$ cat config.mk
export PLATFORM = sky130hd
export DESIGN_NAME = aes_key_sched_ctrl
export DESIGN_NICKNAME = d
export VERILOG_FILES = /design/src/rtl/aes_pkg.sv /design/src/rtl/aes_rk_buffer.sv /design/src/rtl/aes_key_sched_ctrl.sv
export SDC_FILE = /design/constraint.sdc
export NUM_CORES = 2
export LEC_CHECK = 0
export ABC_AREA = 1
export BUFFER_PORTS_ARGS = -buffer_cell sky130_fd_sc_hd__buf_2
export CAP_MARGIN = 20
export CORE_MARGIN = 2
export CORE_UTILIZATION = 35
export DETAILED_ROUTE_END_ITERATION = 10
export PLACE_DENSITY_LB_ADDON = 0.3
export SYNTH_ARGS = -nofsm -noshare
export SYNTH_HDL_FRONTEND = slang
export SYNTH_SLANG_ARGS = --single-unit
$ cat constraint.sdc
create_clock -name clk -period 5.3 [get_ports clk]
set_clock_uncertainty 0.1 [all_clocks]
set_input_delay 0.53 -clock clk [delete_from_list [all_inputs] [get_ports clk]]
set_output_delay 0.53 -clock clk [all_outputs]
set_load 0.1 [all_outputs]
$ cat src/rtl/aes_pkg.sv
// Shared constants, state encoding and round-constant table for the AES-128
// key-schedule controller.
package aes_pkg;

    localparam int NUM_ROUNDS = 10;
    localparam int NUM_KEYS   = 11;

    localparam logic [3:0] FIRST_RND    = 4'd1;
    localparam logic [3:0] LAST_RND     = 4'd10;
    localparam logic [3:0] LAST_KEY_IDX = 4'd10;

    typedef enum logic [1:0] {
        IDLE    = 2'd0,
        EXPAND  = 2'd1,
        CAPTURE = 2'd2,
        READY   = 2'd3
    } aes_state_t;

    // Round constants for rounds 1..10; anything else yields zero.
    function automatic logic [7:0] rcon_byte(input logic [3:0] rnd);
        logic [7:0] v;
        case (rnd)
            4'd1:    v = 8'h01;
            4'd2:    v = 8'h02;
            4'd3:    v = 8'h04;
            4'd4:    v = 8'h08;
            4'd5:    v = 8'h10;
            4'd6:    v = 8'h20;
            4'd7:    v = 8'h40;
            4'd8:    v = 8'h80;
            4'd9:    v = 8'h1b;
            4'd10:   v = 8'h36;
            default: v = 8'h00;
        endcase
        return v;
    endfunction

endpackage

$ cat src/rtl/aes_rk_buffer.sv
// 11 x 128-bit round-key store: one write port, one registered read port,
// plus a direct view of entry 0 for the first expansion round.
module aes_rk_buffer
    import aes_pkg::*;
(
    input  logic         clk,
    input  logic         reset,
    input  logic         i_we,
    input  logic [3:0]   i_waddr,
    input  logic [127:0] i_wdata,
    input  logic [3:0]   i_raddr,
    output logic [127:0] o_rdata,
    output logic [127:0] o_key0
);

    logic [127:0] r_mem [NUM_KEYS];
    logic [127:0] r_rdata;

    always_ff @(posedge clk) begin
        if (reset) begin
            for (int i = 0; i < NUM_KEYS; i++) begin
                r_mem[i] <= '0;
            end
            r_rdata <= '0;
        end else begin
            if (i_we && (i_waddr <= LAST_KEY_IDX)) begin
                r_mem[i_waddr] <= i_wdata;
            end
            // Out-of-range indices read as zero rather than aliasing.
            r_rdata <= (i_raddr <= LAST_KEY_IDX) ? r_mem[i_raddr] : '0;
        end
    end

    assign o_rdata = r_rdata;
    assign o_key0  = r_mem[0];

endmodule

$ cat src/rtl/aes_key_sched_ctrl.sv
// AES-128 key-schedule sequencer: feeds an external round datapath for ten
// rounds and collects the eleven round keys into the buffer.
module aes_key_sched_ctrl
    import aes_pkg::*;
(
    input  logic         clk,
    input  logic         reset,
    input  logic [127:0] key_in,
    input  logic         key_valid,
    output logic         key_ready,
    output logic         ke_start,
    output logic [31:0]  ke_rc,
    output logic [127:0] ke_in,
    input  logic [127:0] ke_key,
    input  logic [3:0]   rk_addr,
    output logic [127:0] rk_data,
    output logic         keys_valid,
    output logic         done,
    output aes_state_t   o_dbg_state
);

    aes_state_t   r_state;
    aes_state_t   w_next_state;
    logic [3:0]   r_rnd;
    logic [3:0]   w_next_rnd;
    logic         r_keys_valid;
    logic         r_done;
    logic         w_accept;
    logic         w_we;
    logic [3:0]   w_waddr;
    logic [127:0] w_wdata;
    logic [127:0] w_key0;

    // Handshake: a key transfers on any rising edge where key_valid and
    // key_ready are both high; key_ready is high only in IDLE and READY.
    always_comb begin
        w_next_state = r_state;
        w_next_rnd   = r_rnd;
        w_accept     = 1'b0;
        w_we         = 1'b0;
        w_waddr      = '0;
        w_wdata      = '0;
        key_ready    = 1'b0;
        ke_start     = 1'b0;
        ke_rc        = '0;
        ke_in        = '0;

        case (r_state)
            IDLE, READY: begin
                key_ready = 1'b1;
                if (key_valid) begin
                    w_accept     = 1'b1;
                    w_we         = 1'b1;
                    w_waddr      = 4'd0;
                    w_wdata      = key_in;
                    w_next_rnd   = FIRST_RND;
                    w_next_state = EXPAND;
                end
            end
            EXPAND: begin
                ke_start = 1'b1;
                ke_rc    = {rcon_byte(r_rnd), 24'h0};
                ke_in    = (r_rnd == FIRST_RND) ? w_key0 : ke_key;
                // ke_key holds the key produced by the previous round.
                if (r_rnd != FIRST_RND) begin
                    w_we    = 1'b1;
                    w_waddr = r_rnd - 4'd1;
                    w_wdata = ke_key;
                end
                w_next_rnd = r_rnd + 4'd1;
                if (r_rnd == LAST_RND) begin
                    w_next_state = CAPTURE;
                end
            end
            CAPTURE: begin
                w_we         = 1'b1;
                w_waddr      = LAST_KEY_IDX;
                w_wdata      = ke_key;
                w_next_rnd   = '0;
                w_next_state = READY;
            end
            default: begin
                w_next_state = IDLE;
                w_next_rnd   = '0;
            end
        endcase
    end

    always_ff @(posedge clk) begin
        if (reset) begin
            r_state      <= IDLE;
            r_rnd        <= '0;
            r_keys_valid <= 1'b0;
            r_done       <= 1'b0;
        end else begin
            r_state <= w_next_state;
            r_rnd   <= w_next_rnd;
            r_done  <= (r_state == CAPTURE);
            if (w_accept) begin
                r_keys_valid <= 1'b0;
            end else if (r_state == CAPTURE) begin
                r_keys_valid <= 1'b1;
            end
        end
    end

    aes_rk_buffer u_buf (
        .clk     (clk),
        .reset   (reset),
        .i_we    (w_we),
        .i_waddr (w_waddr),
        .i_wdata (w_wdata),
        .i_raddr (rk_addr),
        .o_rdata (rk_data),
        .o_key0  (w_key0)
    );

    assign keys_valid  = r_keys_valid;
    assign done        = r_done;
    assign o_dbg_state = r_state;

endmodule
# Word-level counts from Yosys, hierarchy flattened
# Memory sizes are Yosys's and may differ from the RTL's. A register that Yosys moved wholly into a read port is not among the register bits.
# Cells that the tools add are included.
[classes] n_eq_ne=8 mux=29 order_cmp=2 add_sub_neg=2 n_reduce_logical=7 n_bitwise=1
[ops] operator="2-to-1 mux 128 bit" count=5
[ops] operator="case mux 128 bit (3 select lines)" count=1
[ops] operator="OR reduction 128 bit" count=1
[ops] operator="2-to-1 mux 32 bit" count=1
[ops] operator="case mux 4 bit (3 select lines)" count=2
[ops] operator="2-to-1 mux 4 bit" count=5
[ops] operator="2-to-1 mux 1 bit" count=11
[ops] operator="<= comparator 4 bit (second input constant)" count=2
[ops] operator="case mux 2 bit (3 select lines)" count=1
[ops] operator="OR reduction 2 bit" count=3
[ops] operator="adder 4 x 1 -> 4 bit (second input constant)" count=1
[ops] operator="equality test 2 bit (second input constant)" count=2
[ops] operator="equality test 4 x 1 -> 1 bit (second input constant)" count=1
[ops] operator="equality test 4 bit (second input constant)" count=1
[ops] operator="2-to-1 mux 2 bit" count=2
[ops] operator="!= test 2 bit (second input constant)" count=2
[ops] operator="!= test 4 x 1 -> 1 bit (second input constant)" count=1
[ops] operator="subtractor 4 x 1 -> 4 bit (second input constant)" count=1
[ops] operator="case mux 1 bit (3 select lines)" count=1
[ops] operator="equality test 2 x 1 -> 1 bit (second input constant)" count=1
[ops] operator="zero test 2 bit" count=1
[ops] operator="AND reduction 2 bit" count=1
[ops] operator="logical AND 1 bit" count=1
[ops] operator="inverter 1 bit" count=1
[totals] reg_bits=8 out_inout_bits=294 rom_bits=128 memories=2 in_bits=263 mem_bits_rw=1408 wordCells=55
[memory_table] name="u_buf.r_mem" depth=11 word_bits=128 rd=2 rd_clocked_by_memory_dff=1 write_ports=11 line="aes_rk_buffer.sv:16" text="logic [127:0] r_mem [NUM_KEYS];"
[memory_table] name="(name not given)" depth=16 word_bits=8 rd=1 rd_clocked_by_memory_dff=1 write_ports=0 line="aes_pkg.sv:22" text="case (rnd)"

# Logic depth before layout (Yosys ltp)
[depth] ltp_word=10 ltp_mapped=17 depth_no_buf=15

# By module
# Synthesis repeated with hierarchy kept, for this count alone.
[hier_totals] cells_unflattened=10273 hier_area_um2=97258.3
[modules_own_cells] mod="aes_rk_buffer" instances=1 cells_per_inst=9258 seq_area_each_um2=62780.2 area_each_um2=92377.3
[modules_own_cells] mod="aes_key_sched_ctrl" instances=1 cells_per_inst=1015 seq_area_each_um2=320.3 area_each_um2=4880.9

# Worst setup path after synthesis
# OpenSTA, ideal clock, no wires.
[synth_timing] path_kind="register to register" startpoint="reg r_state[0] (netlist: o_dbg_state[0])" endpoint="mem u_buf.r_mem[8][0] (enable)" setup_time_ps=492 required_ps=4708 arrival_ps=6223 path_stages_with_launch=13 slack_ps=-1515 n_path_buf=3 synth_period_minus_slack_ps=6815 path_cell_list="dfxtp_1 ha_1 nand2_1 o21ai_1 nand2_1 nand2_1 nand2_2 nand4_1 buf_2 nand2_1 buf_2 buf_2 nand2_1"
[synth_lines] element="from (decl)" line="aes_key_sched_ctrl.sv:22" text="aes_state_t r_state;"
[synth_lines] element="from (signal assigned)" line="aes_key_sched_ctrl.sv:96" text="r_state <= w_next_state;"
[synth_lines] element="to (decl)" line="aes_rk_buffer.sv:16"

==> flow_summary.json <==
{
  "dp_hpwl_mm": 165,
  "ctsHtreeMaxLevel": 4,
  "crit_type": "flop to flop",
  "tritoncts": "done",
  "cp_data_required_time_ns": 5.81,
  "cts-resized-gates": 0,
  "drt_wl_total_mm": 292,
  "drive_above_1_share_pct": 10.9,
  "worst_setup_path_end_kind": "flop",
  "endpoint": "u_buf.r_mem[2][66]",
  "finalHoldViolations": 0,
  "setup_viol": 0,
  "async_reset_ff_share_pct": 0,
  "synth_area_sq_mm": 0.0931,
  "synthTopCellsByArea": "edfxtp_1, nor2_1, o21ai_0",
  "dieWidth_um": 520,
  "rsz0062_at_grt": "false",
  "hp-class": "primary input to flop",
  "synth_edf_count": 1920,
  "r2r_setup_slack_ns": 0.60,
  "relSlewSlack_pct": 26.4,
  "route.met2.wl_mm": 139,
  "fin_cells": 13200,
  "numCtsBuffers": 231,
  "synth.yosys.warnings": 0,
  "floorplan.initialDensity_pct": 35.1,
  "timing.rr.start": "r_rnd[1]",
  "num_rows": 189,
  "postRouteAntennaNets": 0,
  "synth_top_area_share_pct": 62.0,
  "final_cell_mix": "nor2_1, edfxtp_1, o21ai_0, conb_1, nand2_1",
  "cts_max_path_buffers": 3,
  "cts_root_buffer": "clkbuf_16",
  "p_switching_w": 0.0177,
  "fmax_mhz": 213,
  "grt-ovfl-total": 0,
  "ys_seq_elements": 2192,
  "crit_arrival_ns": 5.21,
  "syn_area_per_cell_sq_um": 10.7,
  "top_layer_used": "met5",
  "synth_ff_type": "edfxtp_1",
  "reg2reg_to": "u_buf.r_mem[2][66]",
  "first_global_vias": 67300,
  "num-fill-cells": 25500,
  "cp_max_fo": 65,
  "yosys.area.top_type": "edfxtp_1",
  "fin_crit_sh_pct": 88.6,
  "drt-initial-drc-count": 7125,
  "dr_wl_met3_mm": 22.0,
  "finalSetupTns_ns": 0,
  "cp-startpoint": "r_rnd[1]",
  "ys_seq_area_share_pct": 67.8,
  "portBuffers": 532,
  "num_io_pins": 557,
  "yosysUniqueCellTypes": 32,
  "min_period_ns": 4.70,
  "antenna_found_initial": 14,
  "switching_share_pct": 35.0,
  "internal_power_w": 0.0328,
  "reg2regPathDepth": 14,
  "p_comb_share_pct": 24.1,
  "hold_depth": 4,
  "start_kind": "flop",
  "syn2layout_area_growth_pct": 16.8,
  "grt_usage_pct": 21.0,
  "status": "complete, no violations",
  "wl_per_cell_um": 22.2,
  "die_area_sq_mm": 0.270,
  "drtPass1Iterations": 8,
  "drc_errors": 0,
  "grt_max_degree": 171,
  "finalInstanceArea_sq_mm": 0.109,
  "grt_pass1_wl_mm": 429,
  "clkTransAtPathRegs_ns": 0.06,
  "placedCellCount": 12700,
  "placed_cell_area_sq_mm": 0.101,
  "clk_latency_ns": 0.92,
  "syn_inst": 8712,
  "p_per_area_mw_per_mm2": 465,
  "power_frac_seq_pct": 43.6,
  "p_leak_nw": 40.1,
  "p_clk_share_pct": 32.3,
  "die_h_um": 520,
  "drv_cap": 0,
  "p_total_w": 0.0505,
  "hp-start": "key_in[52]",
  "slew_violations": 0,
  "wl_met1_mm": 122,
  "clock_sinks": 2192,
  "layout.cells.most_common": "nor2_1",
  "viasPerCell": 5.24,
  "tightest_slew_ns": 1.10,
  "gp_congestion": 0.807,
  "nNetsFinal": 9711,
  "core_area_sq_mm": 0.265,
  "peakVddDrop_v": 0.000461,
  "num_vias": 69100
}
[per-stage QoR]
step	worst slack (ns)	utilization, %	hold slack [ns]
2_1_floorplan	0.0455	-	0.346
3_3_place_gp	0.604	38.1	0.356
3_5_place_dp	0.566	38.1	0.363
4_1_cts	0.138	41.0	0.0181
5_1_grt	0.345	41.0	0.0559
6_report	0.603	41.0	0.117
[cell usage after synthesis, types with 2 or more instances]
cell,instances
buf_2,249
buf_1,49
clkbuf_1,511
a22oi_1,20
inv_2,6
a22o_1,108
nor4_1,2
o21ai_0,1232
nor3_1,2
inv_1,290
dfxtp_1,272
o211ai_1,129
buf_4,25
edfxtp_1,1920
clkinv_1,22
o221ai_1,128
a31oi_1,128
nand4_1,2
o22ai_1,236
a21oi_1,390
nand2_1,560
nor2_1,2210
ha_1,11
nand3_1,199
nor2_2,4
[cell type report]
class                      count  area [sq um]  share of cell area (%)
antenna                        8          20.0                  0.0184
clock buffer                 339          6620                    6.09
clock inverter               102          1110                    1.02
inverter                     318          1250                    1.15
multi-input combinational   6031         28000                    25.8
sequential                  2192         63100                    58.1
tap                         3533          4420                    4.07
timing repair buffer         663          4130                    3.80
[layer usage]
metal / track usage (%) / up-vias
li1: - / 31500
met1: 28.1 / 34300
met2: 34.7 / 2869
met3: 3.08 / 413
met4: 7.03 / 2
met5: 0 / -
[how the worst min path moves through the flow]
stage / endpoint / slack (ns)
6_report: u_buf.r_mem[12][52] / 0.12
5_1_grt: u_buf.r_mem[13][52] / 0.06
2_1_floorplan: u_buf.r_mem[10][10] / 0.35
4_1_cts: u_buf.r_mem[14][52] / 0.02
3_5_place_dp: u_buf.r_mem[10][118] / 0.36
3_3_place_gp: u_buf.r_mem[10][107] / 0.36
[power by group through the flow]
stage                     Clock, W  Combinational (W)  Sequential (W)
after floorplan                  0            0.00790          0.0229
after global placement           0             0.0120          0.0223
after detailed placement         0             0.0121          0.0224
after CTS                   0.0166             0.0121          0.0221
after global routing        0.0173             0.0129          0.0222
final                       0.0163             0.0122          0.0221
[cell families (layout without fill, tap and decap cells)]
group | count (synthesis) | count (layout) | synth area share, %
flip-flops | 2192 | 2192 | 67.8
buffers and inverters | 1152 | 1422 | 5.08
adder cells (fa/ha/maj) | 11 | 11 | 0.148
XOR/XNOR | 1 | 1 | 0.00941
AND/OR/NAND/NOR | 2981 | 2981 | 12.3
AO/OA/AOI/OAI | 2374 | 2374 | 14.6
other | 1 | 672 | 0.00403
[timing repair]
item                                    CTS  global route
hold buffers                              1             0
endpoints found under the setup margin    0             0
setup buffers                             0             0
hold endpoints to repair                  5             0
[critical path, cell delays in order, from the launching register on]
cell	delay (ns)
dfxtp_1	0.36
inv_1	0.12
ha_1	0.16
nand3_1	0.24
inv_8	0.29
nor2_2	0.12
nand2_1	0.11
nand2_1	0.07
nand2_2	0.12
nand3_4	0.39
nor2_2	0.58
nor2_2	0.20
nand2_4	0.46
nand2_8	0.59
buf_4	0.46
[registers in the layout, indices dropped and copies added, names as in the netlist, named ones only]
name and count:
done 1, u_buf.o_rdata 128, o_dbg_state 2, keys_valid 1, r_rnd 4, u_buf.r_mem 2048
(Power assumes the default switching activity.)
